File: src/rtl/load_store_unit.sv
// Single-outstanding load/store unit between the execute stage and a req/gnt/rvalid data memory.
// Handshake: a request sits on dmem_* while dmem_req_o=1 until the cycle dmem_gnt_i=1; a load then waits for one dmem_rvalid_i.
module load_store_unit #(
    parameter int AWIDTH = 32,
    parameter int DWIDTH = 32
) (
    input  logic              clk,
    input  logic              rst,
    input  logic              ex_valid_i,
    input  logic              ex_memren_i,
    input  logic              ex_memwren_i,
    input  logic [AWIDTH-1:0] ex_addr_i,
    input  logic [DWIDTH-1:0] ex_wdata_i,
    input  logic [2:0]        ex_funct3_i,
    output logic              lsu_stall_o,
    output logic              done_o,
    output logic              fault_o,
    output logic              wb_valid_o,
    output logic [DWIDTH-1:0] wb_data_o,
    output logic              dmem_req_o,
    output logic              dmem_we_o,
    output logic [3:0]        dmem_be_o,
    output logic [AWIDTH-1:0] dmem_addr_o,
    output logic [DWIDTH-1:0] dmem_wdata_o,
    input  logic              dmem_gnt_i,
    input  logic              dmem_rvalid_i,
    input  logic [DWIDTH-1:0] dmem_rdata_i,
    output logic [1:0]        dbg_state_o
);

    localparam logic [1:0] IDLE = 2'd0;
    localparam logic [1:0] REQ  = 2'd1;
    localparam logic [1:0] WAIT = 2'd2;

    logic [1:0]        state_q, state_d;
    logic [AWIDTH-1:0] addr_q, addr_d;
    logic [DWIDTH-1:0] wdata_q, wdata_d;
    logic [DWIDTH-1:0] wb_data_q, wb_data_d;
    logic [2:0]        funct3_q, funct3_d;
    logic              we_q, we_d;
    logic              done_q, done_d;
    logic              fault_q, fault_d;
    logic              wb_valid_q, wb_valid_d;

    logic              accept, misaligned, illegal, in_req;
    logic [7:0]        lane_b;
    logic [15:0]       lane_h;
    logic [DWIDTH-1:0] load_ext, st_data;
    logic [3:0]        be;

    // Gated with rst so every output, including the stall, reads 0 while reset is held.
    assign accept = rst && (state_q == IDLE) && ex_valid_i
                    && (ex_memren_i || ex_memwren_i) && !done_q;

    always_comb begin
        misaligned = 1'b0;
        case (ex_funct3_i[1:0])
            2'b01:   misaligned = ex_addr_i[0];
            2'b10:   misaligned = (ex_addr_i[1:0] != 2'b00);
            default: misaligned = 1'b0;
        endcase
    end

    assign illegal = ex_memwren_i ? (ex_funct3_i >= 3'b011)
                                  : ((ex_funct3_i == 3'b011) || (ex_funct3_i[2:1] == 2'b11));

    always_comb begin
        lane_b = dmem_rdata_i[{addr_q[1:0], 3'b000} +: 8];
        lane_h = dmem_rdata_i[{addr_q[1], 4'b0000} +: 16];
        case (funct3_q)
            3'b000:  load_ext = {{(DWIDTH-8){lane_b[7]}}, lane_b};
            3'b001:  load_ext = {{(DWIDTH-16){lane_h[15]}}, lane_h};
            3'b100:  load_ext = {{(DWIDTH-8){1'b0}}, lane_b};
            3'b101:  load_ext = {{(DWIDTH-16){1'b0}}, lane_h};
            default: load_ext = dmem_rdata_i;
        endcase
    end

    // Stores replicate the datum across the word so the byte enables alone pick the lane.
    always_comb begin
        be      = 4'b0000;
        st_data = wdata_q;
        if (we_q) begin
            case (funct3_q[1:0])
                2'b00: begin
                    be      = 4'b0001 << addr_q[1:0];
                    st_data = {(DWIDTH/8){wdata_q[7:0]}};
                end
                2'b01: begin
                    be      = 4'b0011 << addr_q[1:0];
                    st_data = {(DWIDTH/16){wdata_q[15:0]}};
                end
                default: be = 4'b1111;
            endcase
        end
    end

    always_comb begin
        state_d    = state_q;
        addr_d     = addr_q;
        wdata_d    = wdata_q;
        funct3_d   = funct3_q;
        we_d       = we_q;
        wb_data_d  = wb_data_q;
        done_d     = 1'b0;
        fault_d    = 1'b0;
        wb_valid_d = 1'b0;
        case (state_q)
            IDLE: begin
                if (accept) begin
                    addr_d   = ex_addr_i;
                    wdata_d  = ex_wdata_i;
                    funct3_d = ex_funct3_i;
                    we_d     = ex_memwren_i;
                    if (misaligned || illegal) begin
                        done_d  = 1'b1;
                        fault_d = 1'b1;
                    end else begin
                        state_d = REQ;
                    end
                end
            end
            REQ: begin
                if (dmem_gnt_i) begin
                    if (we_q) begin
                        state_d = IDLE;
                        done_d  = 1'b1;
                    end else begin
                        state_d = WAIT;
                    end
                end
            end
            WAIT: begin
                if (dmem_rvalid_i) begin
                    state_d    = IDLE;
                    done_d     = 1'b1;
                    wb_valid_d = 1'b1;
                    wb_data_d  = load_ext;
                end
            end
            default: state_d = IDLE;
        endcase
    end

    always_ff @(posedge clk or negedge rst) begin
        if (!rst) begin
            state_q    <= IDLE;
            addr_q     <= '0;
            wdata_q    <= '0;
            wb_data_q  <= '0;
            funct3_q   <= 3'b000;
            we_q       <= 1'b0;
            done_q     <= 1'b0;
            fault_q    <= 1'b0;
            wb_valid_q <= 1'b0;
        end else begin
            state_q    <= state_d;
            addr_q     <= addr_d;
            wdata_q    <= wdata_d;
            wb_data_q  <= wb_data_d;
            funct3_q   <= funct3_d;
            we_q       <= we_d;
            done_q     <= done_d;
            fault_q    <= fault_d;
            wb_valid_q <= wb_valid_d;
        end
    end

    assign in_req       = (state_q == REQ);
    assign lsu_stall_o  = accept || in_req || (state_q == WAIT);
    assign done_o       = done_q;
    assign fault_o      = fault_q;
    assign wb_valid_o   = wb_valid_q;
    assign wb_data_o    = wb_data_q;
    assign dmem_req_o   = in_req;
    assign dmem_we_o    = in_req && we_q;
    assign dmem_be_o    = in_req ? be : 4'b0000;
    assign dmem_addr_o  = in_req ? {addr_q[AWIDTH-1:2], 2'b00} : '0;
    assign dmem_wdata_o = (in_req && we_q) ? st_data : '0;
    assign dbg_state_o  = state_q;

endmodule

File: config.mk
export PLATFORM = sky130hd
export DESIGN_NAME = load_store_unit
export DESIGN_NICKNAME = d
export VERILOG_FILES = /design/src/rtl/load_store_unit.sv
export SDC_FILE = /design/constraint.sdc
export NUM_CORES = 1
export LEC_CHECK = 0
export ABC_AREA = 0
export CAP_MARGIN = 20
export CORE_ASPECT_RATIO = 0.9
export CORE_UTILIZATION = 44
export CTS_CLUSTER_DIAMETER = 30
export DETAILED_ROUTE_END_ITERATION = 16
export PLACE_DENSITY = 0.85
export SLEW_MARGIN = 5
export SYNTH_ARGS = -nofsm -noshare
export SYNTH_HDL_FRONTEND = slang
export SYNTH_SLANG_ARGS = --single-unit
File: constraint.sdc
create_clock -name clk -period 2.5 [get_ports clk]
set_clock_uncertainty 0.2 [all_clocks]
set_input_delay 0.5 -clock clk [delete_from_list [all_inputs] [get_ports clk]]
set_output_delay 0.5 -clock clk [all_outputs]
set_load 0.02 [all_outputs]
# == Yosys cells after proc, flatten, opt, wreduce, memory -nomap -nowiden ==
# Cells that the tools add are included.
# classes
eq_ne,14
shift,4
mux,24
mul,0
n_bitwise,0
magnitude_cmp,1
n_div,0
reduce_logical,18
add_sub_neg,0
# ops
operator,n
32-bit case mux with 4 select lines,1
32-bit 2-to-1 mux,3
32-bit case mux with 2 select lines,1
32-bit by 6-bit variable part select with 16-bit output,1
32-bit by 6-bit variable part select with 8-bit output,1
2-bit 2-to-1 mux,5
1-bit 2-to-1 mux,8
4-bit 2-to-1 mux,2
2-bit != test (second input constant),4
4-bit case mux with 2 select lines,1
2-bit by 1-bit == test with 1-bit output (second input constant),3
2-bit == test (second input constant),3
3-bit == test (second input constant),2
2-bit case mux with 3 select lines,1
1-bit logical AND,5
1-bit logical OR,5
2-bit zero test,2
2-bit AND reduction,2
4-bit AND reduction,1
1-bit by 2-bit left shift with 4-bit output (first input constant),1
2-bit by 2-bit left shift with 4-bit output (first input constant),1
3-bit by 1-bit == test with 1-bit output (second input constant),1
3-bit by 2-bit == test with 1-bit output (second input constant),1
3-bit by 2-bit greater-or-equal comparator with 1-bit output (second input constant),1
other kinds (5),5
# totals
reg_bits,105
n_memories,0
latchBits,0
mem_bits_ro,0
ram_bits,0
output_inout_bits,108

# == Logic depth before layout (Yosys ltp) ==
# Gate-level depths: netlist of run 1.
# depth
depth_word,7
mapped_depth,7

# == Least setup slack after synthesis of run 1 ==
# OpenSTA, ideal clock, no wires.
# synth_timing
path_type,reg2out
startpoint,register state_q[0] (netlist: dbg_state_o[0])
endpoint,output dmem_be_o[0]
stages_incl_launch_ff,6
t_required_ps,1800
arrival_time_ps,1657
path_slack_ps,143
n_path_buf,2
cell_sequence,dfrtp_1 > nor2b_1 > nand2_1 > clkbuf_1 > buf_1 > nor2_1
# synth_between
elab_chain_cells,2
# synth_lines
element,line,source
start: declaration,35,"logic [1:0] state_q, state_d;"
start signal: assignment,157,state_q <= state_d;
2-bit by 1-bit == test with 1-bit output,169,assign in_req = (state_q == REQ);
4-bit 2-to-1 mux,177,assign dmem_be_o = in_req ? be : 4'b0000;
end: declaration,22,"output logic [3:0] dmem_be_o,"
# Every way passes these cells.

# == Final worst setup path of run 1 ==
# layout_timing
startpoint,register funct3_q[1]
endpoint,output dmem_wdata_o[10]
# layout_between
elab_chain_cells,4
elab_cells_between_ends,5
# layout_lines
element,line,source
start: declaration,39,"logic [2:0] funct3_q, funct3_d;"
start signal: assignment,161,funct3_q <= funct3_d;
2-bit by 1-bit == test with 1-bit output or 2-bit zero test (tied branches),84,case (funct3_q[1:0])
32-bit case mux with 2 select lines (*),84,
32-bit 2-to-1 mux (*),83,if (we_q) begin
32-bit 2-to-1 mux (*),179,assign dmem_wdata_o = (in_req && we_q) ? st_data : '0;
end: declaration,24,"output logic [DWIDTH-1:0] dmem_wdata_o,"
# Every way passes the cells marked *; elsewhere a longest branch is shown, timed or not.

==> results of run 1 <==
[per-layer routing]
| metal | part of all wire (%) | vias up |
|---|---|---|
| met3 | 6.5 | 30 |
| met4 | 2.7 | 0 |
| li1 | - | 2266 |
| met2 | 49 | 227 |
| met5 | 0 | - |
| met1 | 42 | 2420 |
[cells by family (layout without fill, tap and decap cells)]
group                      count (synthesis)  after routing  synth area share, %
and+or+nand+nor                          189            189                 17.4
DFF                                      105            105                 48.6
AOI/OAI and AO/OA                         94             94                 11.0
muxes                                     85             85                 17.4
buffers and inverters                     50            265                 4.91
adders and majority gates                  3              3                0.694
other                                      1              2               0.0693
[worst min-delay path by stage]
stage / from / to / slack (ns) / cells past startpoint
5_1_grt: rst / wb_data_o[27] / 0.30 / 2
3_5_place_dp: wb_data_o[7] / wb_data_o[7] / 0.27 / 1
2_1_floorplan: rst / addr_q[0] / 0.004 / 0
3_3_place_gp: wb_data_o[7] / wb_data_o[7] / 0.26 / 1
6_report: rst / wb_data_o[20] / 0.21 / 2
4_1_cts: rst / wb_data_o[21] / 0.25 / 2
[through the flow]
stage,area (µm²),power [mW],setup TNS [ns]
2_1_floorplan,5410,4.41,0
6_report,7900,7.06,0
3_3_place_gp,7730,5.67,-15.81
4_1_cts,7930,7.07,0
3_5_place_dp,7730,5.79,-17.94
5_1_grt,7900,7.47,-0.0882
[cells in the final DEF, fill, tap and decap left out, types with 3 or more instances in the layout]
cell | synthesis | final
ha_1 | 3 | 3
nand2b_1 | 4 | 4
dfrtp_2 | 0 | 3
dlygate4sd2_1 | 0 | 47
a21oi_1 | 45 | 45
nand2_1 | 56 | 56
mux2_1 | 16 | 16
a22o_1 | 4 | 4
dfrtp_1 | 105 | 102
buf_4 | 3 | 30
a32o_1 | 3 | 3
mux2_2 | 54 | 54
nor2b_1 | 6 | 5
mux2i_1 | 15 | 14
clkbuf_2 | 0 | 14
o21ai_0 | 10 | 10
a211o_1 | 4 | 4
clkdlybuf4s50_1 | 0 | 141
nand3_1 | 36 | 36
a32oi_1 | 4 | 4
and2_1 | 30 | 30
nor2_1 | 36 | 35
a22oi_1 | 5 | 5
clkbuf_16 | 0 | 9
a221oi_1 | 5 | 5
clkdlybuf4s15_1 | 0 | 6
inv_1 | 8 | 8
a31oi_1 | 8 | 8
and3_1 | 9 | 9
[worst max-delay path, delay by kind of cell, from the launching register on]
| kind | cells | cell delay [ns] |
|---|---|---|
| AND/OR/NAND/NOR | 2 | 0.53 |
| AO/OA/AOI/OAI | 1 | 0.07 |
| flip-flops | 1 | 0.47 |
| buffers and inverters | 1 | 0.33 |
[Yosys cell counts (all sizes together), types with 2 or more instances]
master    n  area, µm²
a221oi    5       43.8
a211o     4       35.0
o21ai    11       55.1
nand3    37        190
nand2b    4       25.0
inv       8       30.0
dfrtp   105       2630
and3      9       56.3
nor3b     2       15.0
or3       2       12.5
and2     30        188
nor3      2       10.0
a22oi     5       37.5
nor2b     6       37.5
mux2i    15        150
clkinv    2       7.51
nor2     36        135
a32o      3       30.0
nand3b    2       27.5
mux2     70        788
nand2    56        210
a21oi    45        225
a22o      4       35.0
a31oi     8       50.1
ha        3       37.5
or2       2       12.5
buf      20        153
a32oi     4       35.0
clkbuf   20       75.1
[area by class of cell]
type / instances / share of cell area (%)
multi-input combinational: 373 / 32.1
inverter: 10 / 0.475
tap: 160 / 2.53
clock inverter: 1 / 0.0634
sequential: 105 / 33.3
clock buffer: 11 / 3.20
timing repair buffer: 243 / 28.3
[state kept, by name, summed over array words and instances (netlist names)]
name / cells
addr_q: 32
done_o: 1
fault_o: 1
funct3_q: 3
we_q: 1
wb_data_o: 32
dbg_state_o: 2
wdata_q: 32
wb_valid_o: 1
[power groups by stage]
stage	logic [mW]	registers (mW)	clock network, mW
after CTS	2.99	2.76	1.32
after detailed placement	3.01	2.78	0
after floorplan	1.47	2.94	0
after global placement	2.92	2.75	0
after global routing	3.22	2.85	1.41
final	2.99	2.76	1.31
[repair_timing]
item                                   CTS  global route
setup buffers                            2             0
pin swaps                                0             1
setup endpoints to repair               69            71
endpoints found under the hold margin    0             0
gates resized for setup                 77            37
==> out/summary.txt, run 1 <==
WP data arrival - 1.75 ns
clock slew at the register clock pins of the worst setup and hold paths - 0.07 ns
utilization after layout - 65.7%
grt total ovfl - 0
Reg2Reg Depth - 5
#FFs+latches synth - 105
DP Worst Slack - -0.284 ns
Most used DFF post-synth - dfrtp_1
pwr/cell area - 894 mW/mm²
# port buffers - 211
endpoints failing setup - 0
TritonCTS Sinks - 105
core footprint - 0.0120 mm²
Internal - 4.49 mW
YS warnings - 0
CP Max Fanout - 9
met3 Use GR - 5.16%
Fin Hold WS - 0.211 ns
cts hold-fix bufs - 0
Switch Pwr - 2.56 mW
DR vias - 4943
CTS Buffer Depth - 2
fill cell count - 986
initial core utilization - 45.0%
CP Launch Point - funct3_q[1]
final setup margin - 0.0458 ns
htree depth - 3
status - finished clean
Synth-to-Final Area Change - 46.0%
Synth cell types - 43
final WL - 16300 µm
FF-to-FF End - addr_q[17]
Post-synth EDFFs - 0
FF-to-FF setup slack - 0.29 ns
LEAKAGE - 3.68 nW
gpl congestion - 0.880
Die W - 119 µm
headroom to the max-slew limit - 40.9%
grt met2 use - 43.6%
synthesized area - 0.00541 mm²
final-report hold violation count - 0
Remaining DRCs - 0
busiest grt layer - met2
TritonRoute pass-1 iters - 5
period utilization - 98.2%
worst vdd ir - 394 µV
CTS tree - built
critical-path cell with the highest stage delay - dfrtp_2
Seq pwr share - 39.2%
Via density - 5.47
DRT iter0 DRCs - 494
critical path required time - 1.80 ns
WS Path Type - reg -> out
GRT met1 Usage - 34.5%
r2r startpoint - dbg_state_o[1]
Syn Area/Cell - 10.3 µm²
share of layout cells above drive strength 1 - 17.0%
CP Cell Sequence - or2_2 > nand2_1 > a21oi_1 > dlygate4sd2_1
dpl cells - 889
largest net degree at the start of global routing - 73
ant diodes - 0
crit path launch type - flip-flop
drt wl/cell - 18.0 µm
insertion delay to the later sink of the worst-skew pair - 0.35 ns
Seq/Total Area, Yosys - 48.6%
cells after synthesis - 527
Seq. cell area - 0.00263 mm²
GRT Util Overall - 26.7%
first-pass GRT wire length - 26400 µm
unrepaired setup endpoints after global routing - yes
Least-Margin Pin Slew - 0.887 ns
CP Capture Point - dmem_wdata_o[10]
IO Pins - 214
Post-layout nets - 851
row count - 38
post-route insts no fill - 903
Max Fclk - 0.407 GHz
Post-DRT Antenna Nets - 0
Sw Share - 36.3%
Die Ht - 107 µm
Post-synth ARST share - 100%
post-layout min period - 2.45 ns
Max-Cap Viols - 0
clk root buf - clkbuf_16
post-DP HPWL - 11800 µm
Hold WC Path Type - in -> async
number of global-route vias before repair - 5044
crit-path max cell delay - 0.47 ns
Max Slew Vio Count - 0
clock network fraction of total power - 18.5%
Num CTS Buffers - 9
initial antenna violation count - 0
Comb pwr share - 42.3%
CP Capture Type - output pin
Die ar. - 0.0127 mm²
Multi-input gate area - 0.00253 mm²
Note: power is estimated with default switching activity, not from simulation.
==> inputs of run 2 (changes only) <==
- CORE_ASPECT_RATIO: 0.9 -> 1.4
- CORE_UTILIZATION: 44 -> 40
- PLACE_DENSITY: 0.85 -> 0.88
- clock period: 2.5 -> 2.1 ns (I/O delays scaled with it)
==> run 2 against run 1 <==
Non-clock buffer count is 59 higher. The run now ends with setup timing left. Global-route usage is 2.2 points higher. First-iteration DRC count is 37% lower. Via count is 12% higher. Total power is 46% higher. Clock power is 44% higher. Sequential cell count stayed put. Wire length is 34% higher. Utilization is 9.3 points higher. Final cell count is 9.0% higher.
==> out/summary.txt, run 2 (same netlist as run 1, synthesis figures left out) <==
headroom to the max-slew limit - 49.5% (was 40.9%)
Num CTS Buffers - 9 (unchanged)
CP Max Fanout - 8 (was 9)
ant diodes - 0 (unchanged)
period utilization - 111%
Die W - 100 µm (was 119 µm)
IO Pins - 214 (unchanged)
failing checks - setup timing
number of global-route vias before repair - 5796 (was 5044)
clock slew at the register clock pins of the worst setup and hold paths - 0.07 ns (about the same)
post-route insts no fill - 984 (was 903)
Die Ht - 140 µm (was 107 µm)
row count - 49 (was 38)
Synth-to-Final Area Change - 80.1% (was 46.0%)
LEAKAGE - 4.35 nW (was 3.68 nW)
pwr/cell area - 1060 mW/mm² (was 894 mW/mm²)
Multi-input gate area - 0.00324 mm² (was 0.00253 mm²)
initial core utilization - 41.6% (was 45.0%)
Die ar. - 0.0140 mm² (was 0.0127 mm²)
GRT Util Overall - 28.9% (was 26.7%)
DRT iter0 DRCs - 313 (was 494)
CP Capture Type - output pin (unchanged)
grt total ovfl - 0 (unchanged)
TritonRoute pass-1 iters - 5 (unchanged)
endpoints failing setup - 81 (was 0)
gpl congestion - 0.873 (was 0.880)
core footprint - 0.0130 mm² (was 0.0120 mm²)
clk root buf - clkbuf_16 (unchanged)
drt wl/cell - 22.2 µm (was 18.0 µm)
WP data arrival - 1.70 ns (was 1.75 ns)
most frequent cells in the layout - clkdlybuf4s50_1, dfrtp_1, buf_6 (was clkdlybuf4s50_1, dfrtp_1, nand2_1)
WS Path Type - reg -> out (unchanged)
Fin Hold WS - 0.0238 ns (was 0.211 ns)
CTS tree - built (unchanged)
# port buffers - 211 (unchanged)
DP Area - 0.00812 mm² (was 0.00773 mm²)
Max Fclk - 0.431 GHz
Max Slew Vio Count - 0 (unchanged)
critical path required time - 1.48 ns (was 1.80 ns)
Least-Margin Pin Slew - 0.757 ns (was 0.887 ns)
TritonCTS Sinks - 105 (unchanged)
Via density - 5.64 (was 5.47)
Pwr Total - 10.3 mW (was 7.06 mW)
crit path launch type - flip-flop (unchanged)
htree depth - 3 (unchanged)
DP Worst Slack - -0.512 ns (was -0.284 ns)
fill cell count - 838 (was 986)
Post-DRT Antenna Nets - 0 (unchanged)
CTS Buffer Depth - 2 (unchanged)
worst vdd ir - 552 µV (was 394 µV)
Post-layout nets - 910 (was 851)
post-DP HPWL - 13200 µm (was 11800 µm)
post-route design area - 0.00974 mm² (was 0.00790 mm²)
Seq. cell area - 0.00263 mm² (about the same)
dpl cells - 939 (was 889)
Max-Cap Viols - 0 (unchanged)
Remaining DRCs - 0 (unchanged)
unrepaired setup endpoints after global routing - yes (unchanged)
commonest non-fill, non-tap cell in the layout - clkdlybuf4s50_1 (unchanged)
first-pass GRT wire length - 30800 µm (was 26400 µm)
final setup margin - -0.222 ns (was 0.0458 ns)
post-layout min period - 2.32 ns
Hold WC Path Type - in -> async (unchanged)
DR vias - 5548 (was 4943)
initial antenna violation count - 0 (unchanged)
utilization after layout - 75.0% (was 65.7%)
share of layout cells above drive strength 1 - 44.0% (was 17.0%)
status - finished with violations (was finished clean)
insertion delay to the later sink of the worst-skew pair - 0.35 ns (about the same)
final-report hold violation count - 0 (unchanged)
total negative slack - -6.80 ns (was 0 ns)
largest net degree at the start of global routing - 58 (was 73)
final WL - 21900 µm (was 16300 µm)
==> run 2: changes by cell type in the layout (fill, tap and decap cells not counted), sizes merged <==
cell / before / now
bufinv: 0 / 2
inv: 8 / 10
clkinv: 3 / 2
dlymetal6s2s: 1 / 0
clkdlybuf4s50: 141 / 139
buf: 34 / 156
clkbuf: 25 / 16
clkinvlp: 0 / 2
dlygate4sd2: 47 / 1
clkdlybuf4s15: 6 / 0
==> run 2: final timing paths <==
path / slack (ns) / start / endpoint / cells past startpoint
min in group clk: 0.29 / wb_data_o[7] / wb_data_o[7] / 1
hold reg to reg: 0.29 / wb_data_o[7] / wb_data_o[7] / 1
setup / recovery: -0.22 / funct3_q[1] / dmem_wdata_o[10] / 6
setup reg to reg: -0.08 / dbg_state_o[1] / wdata_q[14] / 8
max in group asynchronous: 0.41 / rst / we_q / 3
hold / removal: 0.02 / rst / wb_data_o[5] / 2
==> run 2: layer usage <==
metal,share of wire [%],track usage [%],wire length [µm],vias up
met5,0,0,0,-
met4,6.2,17.3,1360,0
met3,6.5,4.82,1430,108
met2,54,52.1,11700,343
met1,34,31.1,7340,2708
li1,-,-,-,2389
==> run 2: power by group <==
part | total [mW] | internal (mW) | leakage [nW] | switching (mW)
clock network | 1.88 | 1.08 | 0.155 | 0.797
registers | 3.39 | 2.76 | 1.26 | 0.624
logic | 5.02 | 2.64 | 2.93 | 2.38
==> run 2: worst max-delay path, cell delays in order, from the launching register on <==
cell     delay [ns]
dfrtp_2        0.50
buf_6          0.16
nor2_4         0.16
buf_6          0.14
nand2_1        0.07
a21oi_2        0.18
buf_6          0.14
==> run 2: repair_timing <==
| item | CTS | global route |
|---|---|---|
| buffers inserted | 13 | 6 |
| hold buffers | 0 | 0 |
| pin swaps | 13 | 41 |
| resized for setup | 460 | 160 |
| gates cloned | 8 | 5 |
| setup endpoints to repair | 129 | 138 |
==> run 2: final cells by class <==
| cell class | instances | share of cell area, % |
|---|---|---|
| Multi-Input combinational cell | 373 | 33.2 |
| Tap cell | 178 | 2.29 |
| Clock inverter | 6 | 0.912 |
| Clock buffer | 10 | 2.45 |
| Sequential cell | 105 | 27.0 |
| Inverter | 10 | 0.385 |
| Timing Repair Buffer | 302 | 33.7 |
